**config.mk**
```make
export PLATFORM = sky130hd
export DESIGN_NAME = dds_wb_master
export DESIGN_NICKNAME = d
export VERILOG_FILES = /design/src/rtl/dds_wb_master.sv
export SDC_FILE = /design/constraint.sdc
export NUM_CORES = 1
export LEC_CHECK = 0
export ABC_CLOCK_PERIOD_IN_PS = 7700
export CAP_MARGIN = 20
export CORE_MARGIN = 4
export CORE_UTILIZATION = 57
export DETAILED_ROUTE_END_ITERATION = 8
export HOLD_SLACK_MARGIN = 0.08
export PLACE_DENSITY = 0.85
export SLEW_MARGIN = 20
export SYNTH_ARGS = -nofsm -noshare
export SYNTH_HDL_FRONTEND = slang
export SYNTH_SLANG_ARGS = --single-unit
```
**constraint.sdc**
```tcl
create_clock -name wb_clk_i -period 7.7 [get_ports wb_clk_i]
set_input_delay 1.54 -clock wb_clk_i [delete_from_list [all_inputs] [get_ports wb_clk_i]]
set_output_delay 1.54 -clock wb_clk_i [all_outputs]
set_load 0.03 [all_outputs]
```
**src/rtl/dds_wb_master.sv**
```systemverilog
// Wishbone classic initiator for the DDS register port: queues register commands,
// runs one single-beat cycle at a time and returns one response per command.
module dds_wb_master #(
    parameter int DATA_WIDTH = 32,
    parameter int ADDR_WIDTH = 5,
    parameter int FIFO_DEPTH = 4,
    parameter int TIMEOUT    = 16
) (
    input  logic                  wb_clk_i,
    input  logic                  wb_rst_i,
    input  logic                  cmd_valid_i,
    output logic                  cmd_ready_o,
    input  logic                  cmd_we_i,
    input  logic                  cmd_lock_i,
    input  logic [ADDR_WIDTH-1:0] cmd_addr_i,
    input  logic [DATA_WIDTH-1:0] cmd_dat_i,
    output logic                  rsp_valid_o,
    input  logic                  rsp_ready_i,
    output logic [DATA_WIDTH-1:0] rsp_dat_o,
    output logic                  rsp_err_o,
    output logic                  wb_cyc_o,
    output logic                  wb_stb_o,
    output logic                  wb_we_o,
    output logic                  wb_lock_o,
    output logic [ADDR_WIDTH-1:0] wb_addr_o,
    output logic [DATA_WIDTH-1:0] wb_dat_o,
    input  logic [DATA_WIDTH-1:0] wb_dat_i,
    input  logic                  wb_ack_i
);
    localparam int PW = $clog2(FIFO_DEPTH);
    localparam int CW = PW + 1;
    localparam int TW = $clog2(TIMEOUT);

    typedef struct packed {
        logic                  we;
        logic                  lock;
        logic [ADDR_WIDTH-1:0] addr;
        logic [DATA_WIDTH-1:0] dat;
    } cmd_t;

    typedef enum logic [1:0] {IDLE, REQ, RSP} state_t;

    cmd_t          mem [FIFO_DEPTH];
    logic [PW-1:0] wr_ptr, rd_ptr;
    logic [CW-1:0] count;
    logic          push, pop;
    cmd_t          head;

    state_t                state, state_nxt;
    logic [TW-1:0]         tmo_cnt, tmo_nxt;
    logic                  cur_lock, cur_lock_nxt;
    logic                  cyc_nxt, stb_nxt, we_nxt, lock_nxt;
    logic [ADDR_WIDTH-1:0] addr_nxt;
    logic [DATA_WIDTH-1:0] dat_nxt;
    logic                  rsp_valid_nxt, rsp_err_nxt;
    logic [DATA_WIDTH-1:0] rsp_dat_nxt;
    logic                  tmo_hit;

    assign cmd_ready_o = (count != CW'(FIFO_DEPTH));
    assign push        = cmd_valid_i && cmd_ready_o;
    assign pop         = (state == IDLE) && (count != '0);
    assign head        = mem[rd_ptr];
    assign tmo_hit     = (tmo_cnt == TW'(TIMEOUT - 1));

    // Storage needs no reset; validity is tracked by count.
    always_ff @(posedge wb_clk_i) begin
        if (push)
            mem[wr_ptr] <= {cmd_we_i, cmd_lock_i, cmd_addr_i, cmd_dat_i};
    end

    always_ff @(posedge wb_clk_i or posedge wb_rst_i) begin
        if (wb_rst_i) begin
            wr_ptr <= '0;
            rd_ptr <= '0;
            count  <= '0;
        end else begin
            if (push) wr_ptr <= wr_ptr + 1'b1;
            if (pop)  rd_ptr <= rd_ptr + 1'b1;
            case ({push, pop})
                2'b10:   count <= count + 1'b1;
                2'b01:   count <= count - 1'b1;
                default: count <= count;
            endcase
        end
    end

    // State register plus all registered bus/response outputs.
    always_ff @(posedge wb_clk_i or posedge wb_rst_i) begin
        if (wb_rst_i) begin
            state       <= IDLE;
            tmo_cnt     <= '0;
            cur_lock    <= 1'b0;
            wb_cyc_o    <= 1'b0;
            wb_stb_o    <= 1'b0;
            wb_we_o     <= 1'b0;
            wb_lock_o   <= 1'b0;
            wb_addr_o   <= '0;
            wb_dat_o    <= '0;
            rsp_valid_o <= 1'b0;
            rsp_dat_o   <= '0;
            rsp_err_o   <= 1'b0;
        end else begin
            state       <= state_nxt;
            tmo_cnt     <= tmo_nxt;
            cur_lock    <= cur_lock_nxt;
            wb_cyc_o    <= cyc_nxt;
            wb_stb_o    <= stb_nxt;
            wb_we_o     <= we_nxt;
            wb_lock_o   <= lock_nxt;
            wb_addr_o   <= addr_nxt;
            wb_dat_o    <= dat_nxt;
            rsp_valid_o <= rsp_valid_nxt;
            rsp_dat_o   <= rsp_dat_nxt;
            rsp_err_o   <= rsp_err_nxt;
        end
    end

    always_comb begin
        state_nxt = state;
        case (state)
            IDLE:    if (pop) state_nxt = REQ;
            REQ:     if (wb_ack_i || tmo_hit) state_nxt = RSP;
            RSP:     if (rsp_ready_i) state_nxt = IDLE;
            default: state_nxt = IDLE;
        endcase
    end

    always_comb begin
        cyc_nxt       = wb_cyc_o;
        stb_nxt       = wb_stb_o;
        we_nxt        = wb_we_o;
        lock_nxt      = wb_lock_o;
        addr_nxt      = wb_addr_o;
        dat_nxt       = wb_dat_o;
        cur_lock_nxt  = cur_lock;
        tmo_nxt       = tmo_cnt;
        rsp_valid_nxt = rsp_valid_o;
        rsp_dat_nxt   = rsp_dat_o;
        rsp_err_nxt   = rsp_err_o;
        case (state)
            IDLE: begin
                if (pop) begin
                    cyc_nxt      = 1'b1;
                    stb_nxt      = 1'b1;
                    we_nxt       = head.we;
                    addr_nxt     = head.addr;
                    dat_nxt      = head.dat;
                    cur_lock_nxt = head.lock;
                    // An already-held lock stays asserted until this command's ack.
                    lock_nxt     = head.lock | wb_lock_o;
                    tmo_nxt      = '0;
                end
            end
            REQ: begin
                if (wb_ack_i) begin
                    stb_nxt       = 1'b0;
                    cyc_nxt       = cur_lock;
                    lock_nxt      = cur_lock;
                    rsp_valid_nxt = 1'b1;
                    rsp_dat_nxt   = wb_we_o ? '0 : wb_dat_i;
                    rsp_err_nxt   = 1'b0;
                end else if (tmo_hit) begin
                    cyc_nxt       = 1'b0;
                    stb_nxt       = 1'b0;
                    lock_nxt      = 1'b0;
                    cur_lock_nxt  = 1'b0;
                    rsp_valid_nxt = 1'b1;
                    rsp_dat_nxt   = '0;
                    rsp_err_nxt   = 1'b1;
                end else begin
                    tmo_nxt = tmo_cnt + 1'b1;
                end
            end
            RSP: begin
                if (rsp_ready_i) rsp_valid_nxt = 1'b0;
            end
            default: ;
        endcase
    end
endmodule

```
==> flow_metrics.env <==
export IMPL_path_class="flip-flop to primary output"
export IMPL_insertion_delay_ps=510
export IMPL_end_kind="primary output"
export IMPL_synth_area_per_cell_sq_um=17.19
export IMPL_grt_pass1_vias=5469
export IMPL_fin_crit_ps=3385
export IMPL_fin_util_pct=73.08
export IMPL_fin_skew_ps=12.31
export IMPL_hold_viol_final=0
export IMPL_critPathTopFamily="buffers and inverters"
export IMPL_hold_buffers=0
export IMPL_syn_inst=532
export IMPL_yosysWarnings=0
export IMPL_ioPinCount=152
export IMPL_synth_flop_cell="edfxtp_1"
export IMPL_final_setup_tns_ps=0
export IMPL_gp_congestion=0.7562
export IMPL_post_drt_via_cell_ratio=5.579
export IMPL_dr_pass1_iters=5
export IMPL_slew_violations=0
export IMPL_wl_per_cell_um=20.70
export IMPL_fp_row_count=46
export IMPL_whs_path_depth=2
export IMPL_synthAdderAreaFrac_pct=1.040
export IMPL_synth_cell_type_count=37
export IMPL_cp_required_ps=6160
export IMPL_track_usage_pct=21.31
export IMPL_htreeDepth=1
export IMPL_worstPathCellList="inv_1, nand3_1, clkdlybuf4s50_1"
export IMPL_overflow=0
export IMPL_drive_above_1_share_pct=12.70
export IMPL_grt_pass1_wl_um=30260
export IMPL_hold_ws_ps=473.0
export IMPL_hpwl_um=11490
export IMPL_portBuffers=151
export IMPL_r2r_start="state[1]"
export IMPL_final_cell_area_sq_um=11570
export IMPL_clkSinkCount=245
export IMPL_cp_startpoint="count[0]"
export IMPL_async_reset_ff_share_pct=36.33
export IMPL_critPathBufInv=2
export IMPL_rr_worst_depth=8
export IMPL_cts_tree="built"
export IMPL_synth_top_family_by_area="multiplexers"
export IMPL_dieArea_sq_um=18130
export IMPL_n_antenna_cell=0
export IMPL_cap_violations=0
export IMPL_drcViolationCount=0
export IMPL_worstSetupPathDepth=3
export IMPL_yosys_area_share_simple_pct=6.608
export IMPL_max_stage_delay_ps=710
export IMPL_clk_pin_slew_ps=60
export IMPL_ir_drop_mv=0.2653
export IMPL_cts_buffers=24
export IMPL_fin_crit_sh_pct=43.96
export IMPL_tightest_slew_ps=1035
export IMPL_leakagePower_nw=4.437
export IMPL_synth_area_sq_um=9145
export IMPL_fp_dieH_um=134.7
export IMPL_synthesis_nets=615
export IMPL_routed_wl_um=18980
export IMPL_power_density_nw_per_um2=424.1
export IMPL_ff2ff_setup_slack_ps=4340
export IMPL_final_nets=766
export IMPL_worstPathArrival_ps=1850
export IMPL_endpoint="cmd_ready_o"
export IMPL_postRouteAntennaNets=0
export IMPL_grt_start_max_net_pins=90
export IMPL_core_area_sq_um=15830
export IMPL_yosysSeqAreaShare_pct=75.58
export IMPL_synth_edf_count=156
export IMPL_worstPathMaxFanout=6
export IMPL_timing_rr_end="count[2]"
export IMPL_yosys_register_bits=245
export IMPL_rsz0062_at_grt="no"
export IMPL_cp_slowest_cell="clkdlybuf4s50_1"
export IMPL_synth_xor_area_share_pct=0.6704
export IMPL_power_mw=4.905
export IMPL_cp_start_kind="flip-flop"
export IMPL_antenna_found_initial=1
export IMPL_status="finished, final reports clean"
export IMPL_die_x_um=134.7
export IMPL_final_setup_viol_count=0
export IMPL_cts_buffer_depth=3
export IMPL_first_iter_violations=338
export IMPL_cts_resized=0
export IMPL_synth_compound_area_share_pct=4.132
export IMPL_place_area_sq_um=10800
export IMPL_post_cts_buffers=0
export IMPL_via_count=5116
export IMPL_cts_root_buf="clkbuf_16"
export IMPL_clock_fmax_mhz=295.4
export IMPL_slew_headroom_pct=31.00
export IMPL_area_growth_pct=26.47
export IMPL_synthMuxAreaShare_pct=9.933
export IMPL_start_util_pct=57.78
export IMPL_hp_class="flip-flop to flip-flop"
[report_power, final]
| part | internal, mW | switching (mW) | total, mW | leakage [nW] |
|---|---|---|---|---|
| Combinational | 0.759 | 0.972 | 1.73 | 1.53 |
| Sequential | 1.81 | 0.265 | 2.07 | 2.54 |
| Clock | 0.641 | 0.459 | 1.10 | 0.373 |
[sequential cells by signal, summed over array words and instances, names as in the netlist]
signal       flops
mem            156
rsp_dat_o       32
wb_dat_o        32
wb_addr_o        5
tmo_cnt          4
count            3
rd_ptr           2
state            2
wr_ptr           2
cur_lock         1
rsp_err_o        1
rsp_valid_o      1
wb_cyc_o         1
wb_lock_o        1
wb_stb_o         1
wb_we_o          1
[routing by layer]
metal  routed length, um  up-vias  GRT usage [%]
met5                  13        -              0
li1                    -     2282              -
met2                9566      218          36.44
met3                1806       38          5.440
met4                 392        2          5.373
met1                7200     2576          27.76
[metrics by stage]
step | worst slack, ps | cells
2_1_floorplan | 3853 | 532
3_3_place_gp | 4333 | 873
5_1_grt | 4112 | 917
6_report | 4315 | 917
4_1_cts | 4281 | 917
3_5_place_dp | 4150 | 873
[cell usage after synthesis (3+ instances only)]
master | count | area (sq um)
edfxtp_1 | 156 | 4684
xnor2_1 | 5 | 43.79
inv_1 | 10 | 37.54
buf_2 | 14 | 70.07
nand3_1 | 5 | 25.02
nor2_1 | 3 | 11.26
nand2_1 | 120 | 450.4
clkbuf_1 | 6 | 22.52
dfrtp_1 | 89 | 2227
and3_1 | 6 | 37.54
a22o_1 | 32 | 280.3
buf_4 | 7 | 52.55
ha_1 | 6 | 75.07
mux4_2 | 38 | 855.8
o21ai_0 | 4 | 20.02
mux2i_1 | 3 | 30.03
[worst min-delay path by stage]
stage / from / end
CTS: wb_dat_o[15] / wb_dat_o[15]
floorplan: count[2] / count[2]
finish: wb_dat_o[15] / wb_dat_o[15]
detailed placement: wb_dat_o[15] / wb_dat_o[15]
global placement: wb_dat_o[2] / wb_dat_o[2]
global route: wb_dat_o[10] / wb_dat_o[10]
[tightest hold or removal path: stages (launching register included)]
cell     delay [ps]
dfrtp_1         340
nand2_1          50
nand2_1          60
[layout make-up]
class                   instances  area [sq um]
flip-flops and latches        245          6917
fillers                       966          4262
multi-input cells             249          2058
repair buffers                152          1519
clock buffers                  40         724.4
well taps                     216         270.3
inverters                      11         46.29
clock inverters                 4         31.28
[cells in the final DEF (no fill, tap or decap), types with 2 or more instances in the layout]
master,Yosys,routed
nor3_1,2,2
edfxtp_1,156,156
xor2_1,2,2
nor2b_1,2,2
clkdlybuf4s50_1,0,151
clkinv_2,0,3
and3_2,0,4
clkbuf_16,0,24
clkbuf_8,0,6
mux2_2,2,2
nand2b_1,2,2
nor2_1,3,3
o21ai_0,4,4
a21oi_1,2,2
and3_1,6,2
ha_1,6,6
nand2_1,120,120
mux4_2,38,38
inv_1,10,9
nand3_1,5,5
o22ai_1,2,2
dfrtp_1,89,87
xnor2_1,5,5
a22o_1,32,32
clkbuf_1,6,9
mux2i_1,3,3
[kinds of logic after synthesis]
kind of cell               count (synthesis)
xor gates and xnor gates                   7
adders and majority gates                  7
and+or+nand+nor                          146
AOI/OAI and AO/OA                         46
buffers and inverters                     38
muxes                                     43
DFF                                      245
Note: power is estimated with default switching activity, not from simulation.
